### config.mk
export PLATFORM = sky130hd
export DESIGN_NAME = debug_dump_tx
export DESIGN_NICKNAME = d
export VERILOG_FILES = /design/src/rtl/debug_pkg.sv /design/src/rtl/word_byte_serializer.sv /design/src/rtl/debug_dump_tx.sv
export SDC_FILE = /design/constraint.sdc
export NUM_CORES = 1
export LEC_CHECK = 0
export ABC_AREA = 1
export BUFFER_PORTS_ARGS = -buffer_cell sky130_fd_sc_hd__buf_2
export CAP_MARGIN = 0
export CORE_MARGIN = 4
export CORE_UTILIZATION = 45
export DETAILED_ROUTE_END_ITERATION = 10
export GPL_TIMING_DRIVEN = 0
export PLACE_DENSITY = 0.76
export SKIP_LAST_GASP = 1
export SLEW_MARGIN = 0
export SYNTH_ARGS = -nofsm -noshare
export SYNTH_HDL_FRONTEND = slang
export SYNTH_HIERARCHICAL = 1
export SYNTH_SLANG_ARGS = --single-unit
export TNS_END_PERCENT = 100
### constraint.sdc
create_clock -name i_clk -period 1.85 [get_ports i_clk]
set_clock_uncertainty 0.1 [all_clocks]
set_input_delay 0.2775 -clock i_clk [delete_from_list [all_inputs] [get_ports i_clk]]
set_output_delay 0.2775 -clock i_clk [all_outputs]
set_load 0.03 [all_outputs]
### src/rtl/debug_pkg.sv
// Shared types and sizing helpers for the debug snapshot UART dumper.
package debug_pkg;

  typedef enum logic [1:0] {
    SEC_PC   = 2'd0,
    SEC_REGS = 2'd1,
    SEC_MEM  = 2'd2,
    SEC_CNT  = 2'd3
  } section_t;

  typedef enum logic [2:0] {
    ST_IDLE   = 3'd0,
    ST_FETCH  = 3'd1,
    ST_LATCH  = 3'd2,
    ST_START  = 3'd3,
    ST_WAIT   = 3'd4,
    ST_NEXT   = 3'd5,
    ST_FINISH = 3'd6
  } state_t;

  typedef enum logic [1:0] {
    SER_IDLE  = 2'd0,
    SER_START = 2'd1,
    SER_WAIT  = 2'd2
  } ser_state_t;

  function automatic int unsigned bytes_per_word(input int unsigned bits, input int unsigned trama);
    return bits / trama;
  endfunction

  // Select width that stays at least one bit wide for single-entry spaces.
  function automatic int unsigned addr_width(input int unsigned n);
    return (n > 1) ? $clog2(n) : 1;
  endfunction

endpackage

### src/rtl/word_byte_serializer.sv
// Splits one latched word into UART frames, LSB byte first, paced by tx_done.
module word_byte_serializer
  import debug_pkg::*;
#(
  parameter int unsigned WORD_W = 32,
  parameter int unsigned BYTE_W = 8
) (
  input  logic              clk,
  input  logic              rst,
  input  logic              load,
  input  logic [WORD_W-1:0] word,
  input  logic              tx_done,
  output logic              tx_start,
  output logic [BYTE_W-1:0] tx_data,
  output logic              word_done
);
  localparam int unsigned BYTES_PER_WORD = bytes_per_word(WORD_W, BYTE_W);
  localparam int unsigned CNT_W          = addr_width(BYTES_PER_WORD);

  ser_state_t        state, state_nxt;
  logic [WORD_W-1:0] shift_reg, shift_nxt;
  logic [CNT_W-1:0]  byte_cnt, cnt_nxt;
  logic [BYTE_W-1:0] data_nxt;
  logic              start_nxt, done_nxt;
  logic              last_byte;

  assign last_byte = (byte_cnt == CNT_W'(BYTES_PER_WORD - 1));

  always_ff @(posedge clk or posedge rst) begin
    if (rst) begin
      state     <= SER_IDLE;
      shift_reg <= '0;
      byte_cnt  <= '0;
      tx_start  <= 1'b0;
      tx_data   <= '0;
      word_done <= 1'b0;
    end else begin
      state     <= state_nxt;
      shift_reg <= shift_nxt;
      byte_cnt  <= cnt_nxt;
      tx_start  <= start_nxt;
      tx_data   <= data_nxt;
      word_done <= done_nxt;
    end
  end

  always_comb begin
    state_nxt = state;
    case (state)
      SER_IDLE:  if (load) state_nxt = SER_START;
      SER_START: state_nxt = SER_WAIT;
      SER_WAIT:  if (tx_done) state_nxt = last_byte ? SER_IDLE : SER_START;
      default:   state_nxt = SER_IDLE;
    endcase
  end

  // tx_data is refreshed only when a new frame is about to launch.
  always_comb begin
    shift_nxt = shift_reg;
    cnt_nxt   = byte_cnt;
    data_nxt  = tx_data;
    start_nxt = (state_nxt == SER_START);
    done_nxt  = 1'b0;
    if (state == SER_IDLE && load) begin
      shift_nxt = word;
      cnt_nxt   = '0;
      data_nxt  = word[BYTE_W-1:0];
    end else if (state == SER_WAIT && tx_done) begin
      shift_nxt = shift_reg >> BYTE_W;
      cnt_nxt   = byte_cnt + CNT_W'(1);
      if (last_byte) done_nxt = 1'b1;
      else           data_nxt = shift_nxt[BYTE_W-1:0];
    end
  end

endmodule

### src/rtl/debug_dump_tx.sv
// Walks PC, register bank, data memory and cycle counter, handing each word
// to the byte serializer for transmission over the UART.
module debug_dump_tx
  import debug_pkg::*;
#(
  parameter  int unsigned BITS_SIZE  = 32,
  parameter  int unsigned SIZE_TRAMA = 8,
  parameter  int unsigned NUM_REGS   = 32,
  parameter  int unsigned NUM_MEM    = 16,
  localparam int unsigned REG_AW     = addr_width(NUM_REGS),
  localparam int unsigned MEM_AW     = addr_width(NUM_MEM)
) (
  input  logic                  i_clk,
  input  logic                  i_reset,
  input  logic                  i_dump,
  input  logic [BITS_SIZE-1:0]  i_pc,
  input  logic [BITS_SIZE-1:0]  i_clk_count,
  output logic [REG_AW-1:0]     o_reg_addr,
  input  logic [BITS_SIZE-1:0]  i_reg_data,
  output logic [MEM_AW-1:0]     o_mem_addr,
  input  logic [BITS_SIZE-1:0]  i_mem_data,
  input  logic                  i_tx_done,
  output logic                  o_tx_start,
  output logic [SIZE_TRAMA-1:0] o_tx_data,
  output logic                  o_busy,
  output logic                  o_done
);
  localparam int unsigned IDX_W = (REG_AW > MEM_AW) ? REG_AW : MEM_AW;

  state_t            state, state_nxt;
  section_t          sec, sec_nxt;
  logic [IDX_W-1:0]  idx, idx_nxt;
  logic [REG_AW-1:0] reg_addr_nxt;
  logic [MEM_AW-1:0] mem_addr_nxt;
  logic              busy_nxt, done_nxt;
  logic              load, word_done;
  logic [BITS_SIZE-1:0] word;

  assign load = (state == ST_LATCH);

  always_comb begin
    case (sec)
      SEC_PC:   word = i_pc;
      SEC_REGS: word = i_reg_data;
      SEC_MEM:  word = i_mem_data;
      default:  word = i_clk_count;
    endcase
  end

  word_byte_serializer #(
    .WORD_W (BITS_SIZE),
    .BYTE_W (SIZE_TRAMA)
  ) u_ser (
    .clk       (i_clk),
    .rst       (i_reset),
    .load      (load),
    .word      (word),
    .tx_done   (i_tx_done),
    .tx_start  (o_tx_start),
    .tx_data   (o_tx_data),
    .word_done (word_done)
  );

  always_ff @(posedge i_clk or posedge i_reset) begin
    if (i_reset) begin
      state      <= ST_IDLE;
      sec        <= SEC_PC;
      idx        <= '0;
      o_reg_addr <= '0;
      o_mem_addr <= '0;
      o_busy     <= 1'b0;
      o_done     <= 1'b0;
    end else begin
      state      <= state_nxt;
      sec        <= sec_nxt;
      idx        <= idx_nxt;
      o_reg_addr <= reg_addr_nxt;
      o_mem_addr <= mem_addr_nxt;
      o_busy     <= busy_nxt;
      o_done     <= done_nxt;
    end
  end

  // State and section/index sequencing.
  always_comb begin
    state_nxt = state;
    sec_nxt   = sec;
    idx_nxt   = idx;
    case (state)
      ST_IDLE: begin
        if (i_dump) begin
          state_nxt = ST_FETCH;
          sec_nxt   = SEC_PC;
          idx_nxt   = '0;
        end
      end
      ST_FETCH:  state_nxt = ST_LATCH;
      ST_LATCH:  state_nxt = ST_START;
      ST_START:  state_nxt = ST_WAIT;
      ST_WAIT:   if (word_done) state_nxt = ST_NEXT;
      ST_NEXT: begin
        state_nxt = (sec == SEC_CNT) ? ST_FINISH : ST_FETCH;
        case (sec)
          SEC_PC: begin
            sec_nxt = SEC_REGS;
            idx_nxt = '0;
          end
          SEC_REGS: begin
            if (idx == IDX_W'(NUM_REGS - 1)) begin
              sec_nxt = SEC_MEM;
              idx_nxt = '0;
            end else begin
              idx_nxt = idx + IDX_W'(1);
            end
          end
          SEC_MEM: begin
            if (idx == IDX_W'(NUM_MEM - 1)) begin
              sec_nxt = SEC_CNT;
              idx_nxt = '0;
            end else begin
              idx_nxt = idx + IDX_W'(1);
            end
          end
          default: begin
            sec_nxt = SEC_PC;
            idx_nxt = '0;
          end
        endcase
      end
      ST_FINISH: state_nxt = ST_IDLE;
      default:   state_nxt = ST_IDLE;
    endcase
  end

  // Registered outputs derived from the upcoming state.
  always_comb begin
    busy_nxt     = (state_nxt != ST_IDLE) && (state_nxt != ST_FINISH);
    done_nxt     = (state_nxt == ST_FINISH);
    reg_addr_nxt = o_reg_addr;
    mem_addr_nxt = o_mem_addr;
    if (state_nxt == ST_IDLE) begin
      reg_addr_nxt = '0;
      mem_addr_nxt = '0;
    end else if (state_nxt == ST_FETCH) begin
      if (sec_nxt == SEC_REGS) reg_addr_nxt = REG_AW'(idx_nxt);
      if (sec_nxt == SEC_MEM)  mem_addr_nxt = MEM_AW'(idx_nxt);
    end
  end

endmodule

==> metrics.md, run 1 <==
| Metric | Value |
|---|---|
| Final Wtd Congestion | 0.868 |
| Area contributors post-synth | dfrtp_1, nand2_1, nand3_1 |
| Via count | 4595 |
| DRC violations left | 0 |
| Max Freq | 510 MHz |
| Required time of the critical path | 2030 ps |
| Worst-Margin Slew | between 800 and 900 ps |
| Max Fanout on Critical Path | 3 |
| CTS tree | built |
| Sequential share of the synthesized area | 38.4% |
| Synth Instances | roughly 560 |
| Reg-to-reg slack, setup | -110 ps |
| Vias in the first global route | 4400 |
| HPWL Detailed | 9280 um |
| Leakage | 0.00299 uW |
| Share of layout cells above drive strength 1 | 40.3% |
| Status | finished with violations |
| Number of core rows | 33 |
| Seq cells post-synth | 59 |
| Slew headroom | roughly 44% |
| Initial DRC count | 329 |
| Area grow syn2layout | 43.7% |
| Max-slew violation count | 0 |
| Reg2Reg Depth | 14 |
| Final nets | around 880 |
| First-pass GRT wire length | 20200 um |
| Post-layout min period | 1960 ps |
| Synth top area share | 38.4% |
| Total global-route track usage | 25.3% |
| H-tree depth | 3 |
| Worst hold path type | input pin to async pin |
| Hold WS | -8.51 ps |
| Post-route insts no fill | 850 |
| Yosys warns | 6 |
| GRT Residual Overflow | 0 |
| CTS Buf Count | 9 |
| Worst Path Arrival | 2140 ps |
| Capturing point of the worst reg2reg path | o_reg_addr[2]$_DFFE_PP0P_ |
| Area leader, netlist | dfrtp_1 |
| Routed Antenna Nets | 0 |
| RSZ-0062 raised after global routing | true |
| Ant. Diodes | 0 |
| Die Area | 10100 um^2 |
| Placed Instance Area | 4740 um^2 |
| Wire per inst | 15.9 um |
| Total Routed Length | between 10000 and 15000 um |
| Final setup fails | 9 |
| Synth cell types | 25 |
| CP endpoint kind | flip-flop |
| Max Buffers Root-to-Sink | 2 |
| Worst Setup Start Kind | flip-flop |
| Worst reg2reg startpoint | idx[1]$_DFF_PP0_ |
| Initial antenna violation count | 0 |
| Post-route cell area | about 5500 um^2 |
| Root buf cell | clkbuf_8 |
| Total Power | 6780 uW |
| 1st-pass router iterations | 5 |
| Clk Latency, worst-skew pair | 340 ps |
| Max-cap viol count | 0 |
| Die width | 100 um |
| Die Y | around 100 um |
| I/O Buffers | 151 |
| Power Density | 1230 nW/um^2 |
| Initial Util | 46.6% |
| Pin count of the biggest net entering global routing | 39 |
| Clock transition at path regs | 70 ps |
| Worst setup margin | -110 ps |
| Core box area | 8260 um^2 |
| Synthesized area per cell | 6.89 um^2 |
| Peak VDD IR | 0.000496 V |
| Kind of critical path | flip-flop to flip-flop |
| Largest register FFs | 24 |
| Clock sinks | 59 |
| Syn Std Cell Area | 3840 um^2 |
| Syn_nets | about 700 |
| Placed Cells | 814 |
| Failing checks | negative hold slack, negative setup slack |
| Top-Level Pins | 152 |
| Endpoints failing hold | 17 |
| Number of vias per cell | 5.41 |
| Final worst path period share | 106% |
==> Yosys cell counts (all sizes together) <==
cell,number
xor2,1
a31oi,32
ha,9
a21oi,35
buf,15
o21ai,25
clkbuf,15
nor2,44
o211ai,1
nand3,67
dfrtp,59
inv,53
nand2,197
nand4,5
==> repair_timing <==
action,4_1_cts,5_1_grt
pin swaps,14,13
endpoints found under the setup margin,40,42
hold buffers,0,0
cloned,0,4
setup buffers,9,8
gates resized for setup,62,71
==> where the power goes <==
group | leakage (uW) | switching, uW | internal (uW)
sequential | 0.000775 | 256 | 1690
clock | 0.0000991 | 535 | 652
combinational | 0.00212 | 2360 | 1280
==> kinds of logic (layout without fill, tap and decap cells) <==
family / count (synthesis) / count (layout) / synth area share (%)
AOI/OAI and AO/OA: 93 / 93 / 13.4
xor gates and xnor gates: 1 / 1 / 0.228
adders and majority gates: 9 / 9 / 2.93
buffers and inverters: 83 / 270 / 8.85
DFF: 59 / 59 / 38.4
and+or+nand+nor: 313 / 313 / 36.2
==> per-stage QoR <==
stage | setup TNS [ps] | setup slack (ps) | utilization [%] | hold WS, ps
after detailed placement | -9510 | -387 | 57.4 | 359
final | -669 | -110 | 66.9 | -8.51
after global placement | -8320 | -362 | 57.4 | 357
after floorplan | 0 | 10.9 | - | 154
after CTS | -101 | -44.0 | 62.6 | 18.6
after global routing | -1770 | -213 | 66.9 | 70.6
==> cell usage in the layout (no fill, tap or decap), types with 14 or more instances in the layout <==
cell type / count
a21oi_1: 28
a31oi_1: 23
buf_2: 160
buf_4: 21
dfrtp_1: 56
inv_1: 41
nand2_1: 179
nand3_1: 53
nand3_2: 14
nor2_1: 34
o21ai_0: 16
==> how the worst max path moves through the flow <==
stage / start / to / slack [ps] / depth (start not counted)
floorplan: idx[0]$_DFF_PP0_ / o_reg_addr[2]$_DFFE_PP0P_ / 10 / 14
global placement: sec[0]$_DFF_PP0_ / u_ser/tx_data[2]$_DFFE_PP0P_ / -360 / 10
detailed placement: sec[0]$_DFF_PP0_ / u_ser/shift_reg[19]$_DFFE_PP0P_ / -390 / 10
CTS: idx[0]$_DFF_PP0_ / o_reg_addr[2]$_DFFE_PP0P_ / -40 / 15
finish: idx[1]$_DFF_PP0_ / o_reg_addr[2]$_DFFE_PP0P_ / -110 / 14
global route: idx[1]$_DFF_PP0_ / o_reg_addr[2]$_DFFE_PP0P_ / -210 / 14
==> worst max-delay path: stages, from the launching register on <==
cell     delay, ps
dfrtp_1        400
ha_2           210
nand2_2         70
inv_2           50
nand2_4         60
inv_4           50
ha_4           150
o21ai_2        120
nand2_1         90
nand3_2         80
nand2_4         70
nor2_4         150
buf_6          130
nand4_1         80
nand2_1         80
==> cell type report <==
cell class	instances	area (um^2)
clock buffer	11	141
timing repair buffer	172	947
multi-input combinational	416	2280
inverter	53	219
clock inverter	5	52.6
fill	702	2730
buffer	29	272
sequential	59	1480
tap	105	131
==> metal layers <==
layer	GRT usage [%]	vias to the layer above	routed length, um
met2	42.6	272	6480
met3	4.03	32	1430
met4	9.33	0	353
met1	32.6	2108	5240
li1	-	2183	-
met5	0	-	0
Note: power is estimated with default switching activity, not from simulation.
==> run 2: changes to the inputs <==
- CORE_UTILIZATION: 45 -> 30
- PLACE_DENSITY: 0.76 -> 0.54
==> metrics.md, run 2 (synthesis results as in run 1) <==
| Metric | Value |
|---|---|
| CTS tree | built |
| Via count | 4407 (-4.1%) |
| Placed Cells | 881 (+8.2%) |
| CP Capture Point | o_reg_addr[4]$_DFFE_PP0P_ |
| Peak VDD IR | 0.000537 V (+8.3%) |
| Failing checks | negative setup slack |
| Worst setup margin | -57.5 ps (+52.2 ps) |
| Required time of the critical path | 1960 ps (-70 ps) |
| DRC violations left | 0 (unchanged) |
| Clock transition at path regs | 50 ps (-20 ps) |
| CP max stage delay | 390 ps (about the same) |
| Critical path origin | idx[1]$_DFF_PP0_ |
| Routed Antenna Nets | 0 (unchanged) |
| Number of vias per cell | 4.80 (-11%) |
| Share of layout cells above drive strength 1 | 41.0% (+0.75 points) |
| First-pass GRT wire length | 20800 um (+3.1%) |
| Final worst path period share | 103% (-2.8 points) |
| Final Wtd Congestion | 0.803 (-7.4%) |
| Initial Util | 30.6% (-16 points) |
| Area grow syn2layout | 50.1% |
| Max Buffers Root-to-Sink | 2 (unchanged) |
| Post-route insts no fill | 918 (+8.0%) |
| Critical path depth in cells | 14 (unchanged) |
| Max Freq | 524 MHz (+2.7%) |
| Wire per inst | 14.8 um (-6.7%) |
| Max-slew violation count | 0 (unchanged) |
| Hold WS | 28.8 ps (+37.3 ps) |
| Worst reg2reg startpoint | idx[1]$_DFF_PP0_ |
| Die Y | 121 um (+21%) |
| Critical-path top delay cell | dfrtp_1 |
| CTS Buf Count | 9 (unchanged) |
| Post-layout min period | 1910 ps (-52.2 ps) |
| CP bufs+invs | 2 (-1) |
| Max-cap viol count | 0 (unchanged) |
| Worst Path Arrival | 2020 ps (-120 ps) |
| Root buf cell | clkbuf_16 |
| RSZ-0062 raised after global routing | true |
| Internal power | 4160 uW (+15%) |
| Reg2Reg Depth | 14 (unchanged) |
| Worst hold path type | input pin to async pin |
| Commonest non-fill, non-tap cells in the layout | nand2_1, buf_2, dfrtp_1 |
| Status | finished with violations |
| Top-Level Pins | 152 (unchanged) |
| Total global-route track usage | 17.7% (-7.5 points) |
| Clock sinks | 59 (unchanged) |
| Worst-Margin Slew | 843 ps (+9.38 ps) |
| Leakage | 0.00305 uW (+1.9%) |
| Sw power | 3160 uW (+0.35%) |
| H-tree depth | 3 (unchanged) |
| Slew headroom | 43.7% (-0.69 points) |
| Crit-path cells | ha_2 -> nand2_1 -> inv_2 -> nand2_4 -> inv_4 -> ha_4 -> o21ai_2 -> nand2_1 -> nand3_2 -> nand2_4 -> nor2_4 -> nand2_4 -> nand3_1 -> nand2_1 |
| Kind of critical path | flip-flop to flip-flop |
| Clock share of power | 22.5% (+5.0 points) |
| 1st-pass router iterations | 5 (unchanged) |
| Largest register FFs | 24 (unchanged) |
| Final setup fails | 9 (unchanged) |
| I/O Buffers | 151 (unchanged) |
| Combinational fraction of design power | 51.0% (-2.8 points) |
| Max Fanout on Critical Path | 6 (+3) |
| Vias in the first global route | 4277 (-2.8%) |
| CP endpoint kind | flip-flop |
| Worst Setup Start Kind | flip-flop |
| Commonest non-fill, non-tap cell in the layout | nand2_1 |
| Die width | 121 um (+21%) |
| Core box area | 12600 um^2 (+52%) |
| HPWL Detailed | 9950 um (+7.2%) |
| Initial DRC count | 178 (-46%) |
| Clk Latency, worst-skew pair | 320 ps (-20 ps) |
| Number of core rows | 41 (+24%) |
| Pin count of the biggest net entering global routing | 39 (unchanged) |
| Capturing point of the worst reg2reg path | o_reg_addr[4]$_DFFE_PP0P_ |
| Final nets | 882 (+0.11%) |
| GRT Residual Overflow | 0 (unchanged) |
| Initial antenna violation count | 1 (+1) |
| Die Area | 14700 um^2 (+46%) |
| Ant. Diodes | 0 (unchanged) |
| Top delay family on crit path | simple AND/OR/NAND/NOR gates |
| Sw Share | 43.2% (-3.3 points) |
| Reg-to-reg slack, setup | -60 ps (+50 ps) |
| Reg power frac | 26.5% (-2.2 points) |
| Total Routed Length | 13600 um (+0.73%) |
| Hold_buf cts | 0 (unchanged) |
| Power Density | 1270 nW/um^2 (+3.5%) |
| Endpoints failing hold | 0 (-17) |
run 2: changes by cell type in the layout (fill, tap and decap cells not counted), moves of 3 or more:
cell	change
a21oi_1	-3
buf_8	-3
clkbuf_16	+10
clkbuf_8	-9
run 2: how the worst min path moves through the flow:
stage                                          from                               to  slack (ps)  cells after the start
floorplan                                   i_reset                 idx[0]$_DFF_PP0_         150                      1
global placement    u_ser/shift_reg[12]$_DFFE_PP0P_  u_ser/shift_reg[12]$_DFFE_PP0P_         350                      2
detailed placement  u_ser/shift_reg[12]$_DFFE_PP0P_  u_ser/shift_reg[12]$_DFFE_PP0P_         360                      2
CTS                                         i_reset        u_ser/word_done$_DFF_PP0_          70                      2
global route                                i_reset     u_ser/tx_data[0]$_DFFE_PP0P_         130                      2
finish                                      i_reset     u_ser/tx_data[0]$_DFFE_PP0P_          30                      2
run 2: routing by layer:
layer  GRT usage (%)  routed length (um)  up-vias
met5               0                   7        -
met4            4.41                 116        2
met3            3.59                 985       11
met2            29.0                6440      158
met1            24.2                6050     2052
li1                -                   -     2184
run 2: final cells by class:
class,count,area (um^2)
Fill cell,1285,6800
Multi-Input combinational cell,416,2320
Sequential cell,59,1480
Timing Repair Buffer,174,972
Buffer,28,275
Clock buffer,11,243
Inverter,53,216
Tap cell,172,215
Clock inverter,5,52.6
run 2: metrics by stage:
stage / utilization, % / worst slack [ps] / cell area (um^2) / total power, uW / setup TNS (ps)
final: 45.9 / -57.5 / 5770 / 7330 / -415
after global routing: 45.9 / -150 / 5770 / 7860 / -1640
after CTS: 43.3 / -11.7 / 5440 / 7140 / -15.9
after detailed placement: 38.4 / -551 / 4820 / 5130 / -13880
after global placement: 38.4 / -582 / 4820 / 5080 / -14040
after floorplan: - / 10.9 / 3850 / 4190 / 0
run 2: repair_timing:
item,in CTS,in global routing
pin swaps,18,23
setup buffers,14,6
resized for setup,72,63
endpoints found under the setup margin,41,31
hold endpoints to repair,0,0
cloned,0,3
run 2: power groups by stage:
stage          logic, uW  registers [uW]  clock network, uW
2_1_floorplan       2130            2060                  0
6_report            3740            1940               1650
3_5_place_dp        3180            1960                  0
3_3_place_gp        3140            1940                  0
5_1_grt             4140            1990               1730
4_1_cts             3530            1930               1680
==> run 3: changes to the inputs <==
- SYNTH_HIERARCHICAL: 1 -> not set
==> metrics.md, run 3 <==
| Metric | Value |
|---|---|
| Top delay family on crit path | simple AND/OR/NAND/NOR gates |
| Fillcell total | 1215 (-5.4%) |
| Die Y | 118 um (-2.6%) |
| Commonest non-fill, non-tap cell in the layout | buf_2 |
| Register area | 1480 um^2 (about the same) |
| Kind of critical path | flip-flop to flip-flop |
| First-pass GRT wire length | 20900 um (+0.49%) |
| Initial antenna violation count | 2 (+1) |
| Area leader, netlist | dfrtp_1 |
| Pre-CTS setup slack | -420 ps (+132 ps) |
| Worst setup margin | -34.8 ps (+22.7 ps) |
| Vias in the first global route | 4228 (-1.1%) |
| Share of layout cells above drive strength 1 | 39.3% (-1.7 points) |
| Syn_nets | 633 (-9.4%) |
| Crit-path cells | ha_2 -> nand3_2 -> inv_2 -> ha_2 -> o21ai_1 -> nand3_1 -> nand3_2 -> nand4_1 -> nand3_1 -> nand2_1 |
| Required time of the critical path | 1970 ps (about the same) |
| Synthesized area per cell | 7.40 um^2 (+7.4%) |
| Max-slew violation count | 0 (unchanged) |
| H-tree depth | 3 (unchanged) |
| Final worst path period share | 102% (-1.2 points) |
| Worst hold path type | input pin to flip-flop |
| Post-synth EDFFs | 0 (unchanged) |
| Final setup fails | 9 (unchanged) |
| Wire per inst | 16.1 um (+8.4%) |
| Critical-path top delay cell | dfrtp_1 |
| Status | finished with violations |
| Routed Antenna Nets | 0 (unchanged) |
| Failing checks | negative setup slack |
| Via count | 4148 (-5.9%) |
| Die Area | 13900 um^2 (-5.1%) |
| Number of core rows | 39 (-4.9%) |
| Final Wtd Congestion | 0.860 (+7.1%) |
| GRT Residual Overflow | 0 (unchanged) |
| HPWL Detailed | 10100 um (+1.0%) |
| Peak VDD IR | 0.000516 V (-4.0%) |
| Initial DRC count | 306 (+72%) |
| Clock sinks | 59 (unchanged) |
| I/O Buffers | 151 (unchanged) |
| Area of the multi-input gates | 2040 um^2 (-12%) |
| Post-synth ARST share | 100% (unchanged) |
| Root buf cell | clkbuf_16 |
| Worst Setup Start Kind | flip-flop |
| Synth top area share | 40.6% (+2.2 points) |
| Max Buffers Root-to-Sink | 2 (unchanged) |
| Final nets | 811 (-8.0%) |
| Area contributors post-synth | dfrtp_1, nand2_1, a21oi_1 |
| Largest register FFs | 24 (unchanged) |
| Top-Level Pins | 152 (unchanged) |
| Die width | 118 um (-2.6%) |
| Total Power | 7550 uW (+3.0%) |
| Max Fanout on Critical Path | 4 (-2) |
| Post-layout min period | 1880 ps (-22.7 ps) |
| Leakage | 0.00264 uW (-13%) |
| Yosys warns | 0 (-6) |
| Worst-Margin Slew | 483 ps (-360 ps) |
| Number of vias per cell | 5.06 (+5.5%) |
| Area grow syn2layout | 46.7% |
| Total Routed Length | 13200 um (-3.3%) |
| Max-cap viol count | 0 (unchanged) |
| Core box area | 11600 um^2 (-7.6%) |
| CP endpoint kind | flip-flop |
| Sequential share of the synthesized area | 40.6% (+2.2 points) |
| Synth Instances | 491 (-12%) |
| Core Util, Final | 45.9% (about the same) |
| Syn Std Cell Area | 3630 um^2 (-5.5%) |
| CTS tree | built |
| RSZ-0062 raised after global routing | true |
| Primary FF master, synth | dfrtp_1 |
| Seq cells post-synth | 59 (unchanged) |
| Commonest non-fill, non-tap cells in the layout | buf_2, nand2_1, dfrtp_1 |
| Power Density | 1420 nW/um^2 (+12%) |
| Synth top cells by count | nand2_1, dfrtp_1, a21oi_1 |
| Endpoints failing hold | 0 (unchanged) |
| Most frequent cell after synthesis | nand2_1 |
| Pin count of the biggest net entering global routing | 40 (+2.6%) |
| Worst Path Arrival | 2000 ps (-20 ps) |
| Slew headroom | 67.7% (+24 points) |
| 1st-pass router iterations | 4 (-1) |
| DRC violations left | 0 (unchanged) |
| CP bufs+invs | 1 (-1) |
| Max Freq | 531 MHz (+1.2%) |
| Clk Latency, worst-skew pair | 330 ps (about the same) |
| Total global-route track usage | 18.5% (+0.80 points) |
| CTS Buf Count | 9 (unchanged) |
| CP max stage delay | 400 ps (about the same) |
| Initial Util | 31.3% (+0.69 points) |
| Synth cell types | 31 (+24%) |
| Clock transition at path regs | 60 ps (about the same) |
==> run 3: area by class of cell <==
type | instances | share of cell area [%]
multi-input cells | 370 | 38.3
flip-flops and latches | 59 | 27.8
repair buffers | 169 | 17.8
clock buffers | 10 | 4.48
plain buffers | 28 | 4.16
well taps | 143 | 3.36
inverters | 32 | 2.37
clock inverters | 6 | 1.67
diodes | 2 | 0.0939
==> run 3: worst paths after layout <==
path                                           from                               to  slack [ps]  cells after the start
max                                idx[1]$_DFF_PP0_        o_mem_addr[2]$_DFFE_PP0P_         -30                     10
min                                 i_clk_count[27]  u_ser.shift_reg[27]$_DFFE_PP0P_          70                      3
max reg2reg                        idx[1]$_DFF_PP0_        o_mem_addr[2]$_DFFE_PP0P_         -30                     10
min reg2reg                u_ser.state[1]$_DFF_PP0_         u_ser.state[1]$_DFF_PP0_         380                      1
max in group asynchronous                   i_reset                 sec[1]$_DFF_PP0_         640                      4
min in group asynchronous                   i_reset        o_mem_addr[2]$_DFFE_PP0P_         420                      3
==> run 3: per-layer routing <==
metal  track usage, %  wire (um)  share of wire, %
met4             6.23        255               1.9
met3             3.75        810               6.2
met5                0          0                 0
met2             30.1       6340                48
met1             24.6       5740                44
==> run 3: per-stage QoR <==
step                instances  setup TNS, ps  hold WS [ps]  instance area, um^2
floorplan                 491              0           309                 3630
global placement          785         -59940           350                 4570
detailed placement        786         -12350           235                 4590
CTS                       812          -13.4          64.0                 5150
global route              819          -1340          69.7                 5330
finish                    819           -184          69.1                 5330
==> run 3: report_power, final <==
part           total [uW]  switching [uW]  internal, uW
Sequential           2090             310          1780
Clock                1830             615          1210
Combinational        3620            2270          1360
Total                7550            3190          4360
==> run 3: cells by family after synthesis <==
kind of cell               after synthesis  share of synthesized area, %
AOI/OAI and AO/OA                      142                          21.7
adders and majority gates               10                          3.44
xor gates and xnor gates                 1                         0.241
and+or+nand+nor                        217                          26.2
buffers and inverters                   62                          7.75
DFF                                     59                          40.6
==> run 3: repair_timing <==
action,4_1_cts,5_1_grt
resized for setup,50,50
gates cloned,0,1
endpoints found under the hold margin,20,0
pin swaps,10,12
hold buffers,1,0
setup endpoints to repair,41,37
buffers inserted,11,4
==> run 3: worst register-to-register path, delay by kind of cell (launching register included) <==
kind	cells	cell delay, ps
buf+inv	1	60
fa+ha+maj	2	380
flops	1	400
compound gates	1	110
simple gates	6	710
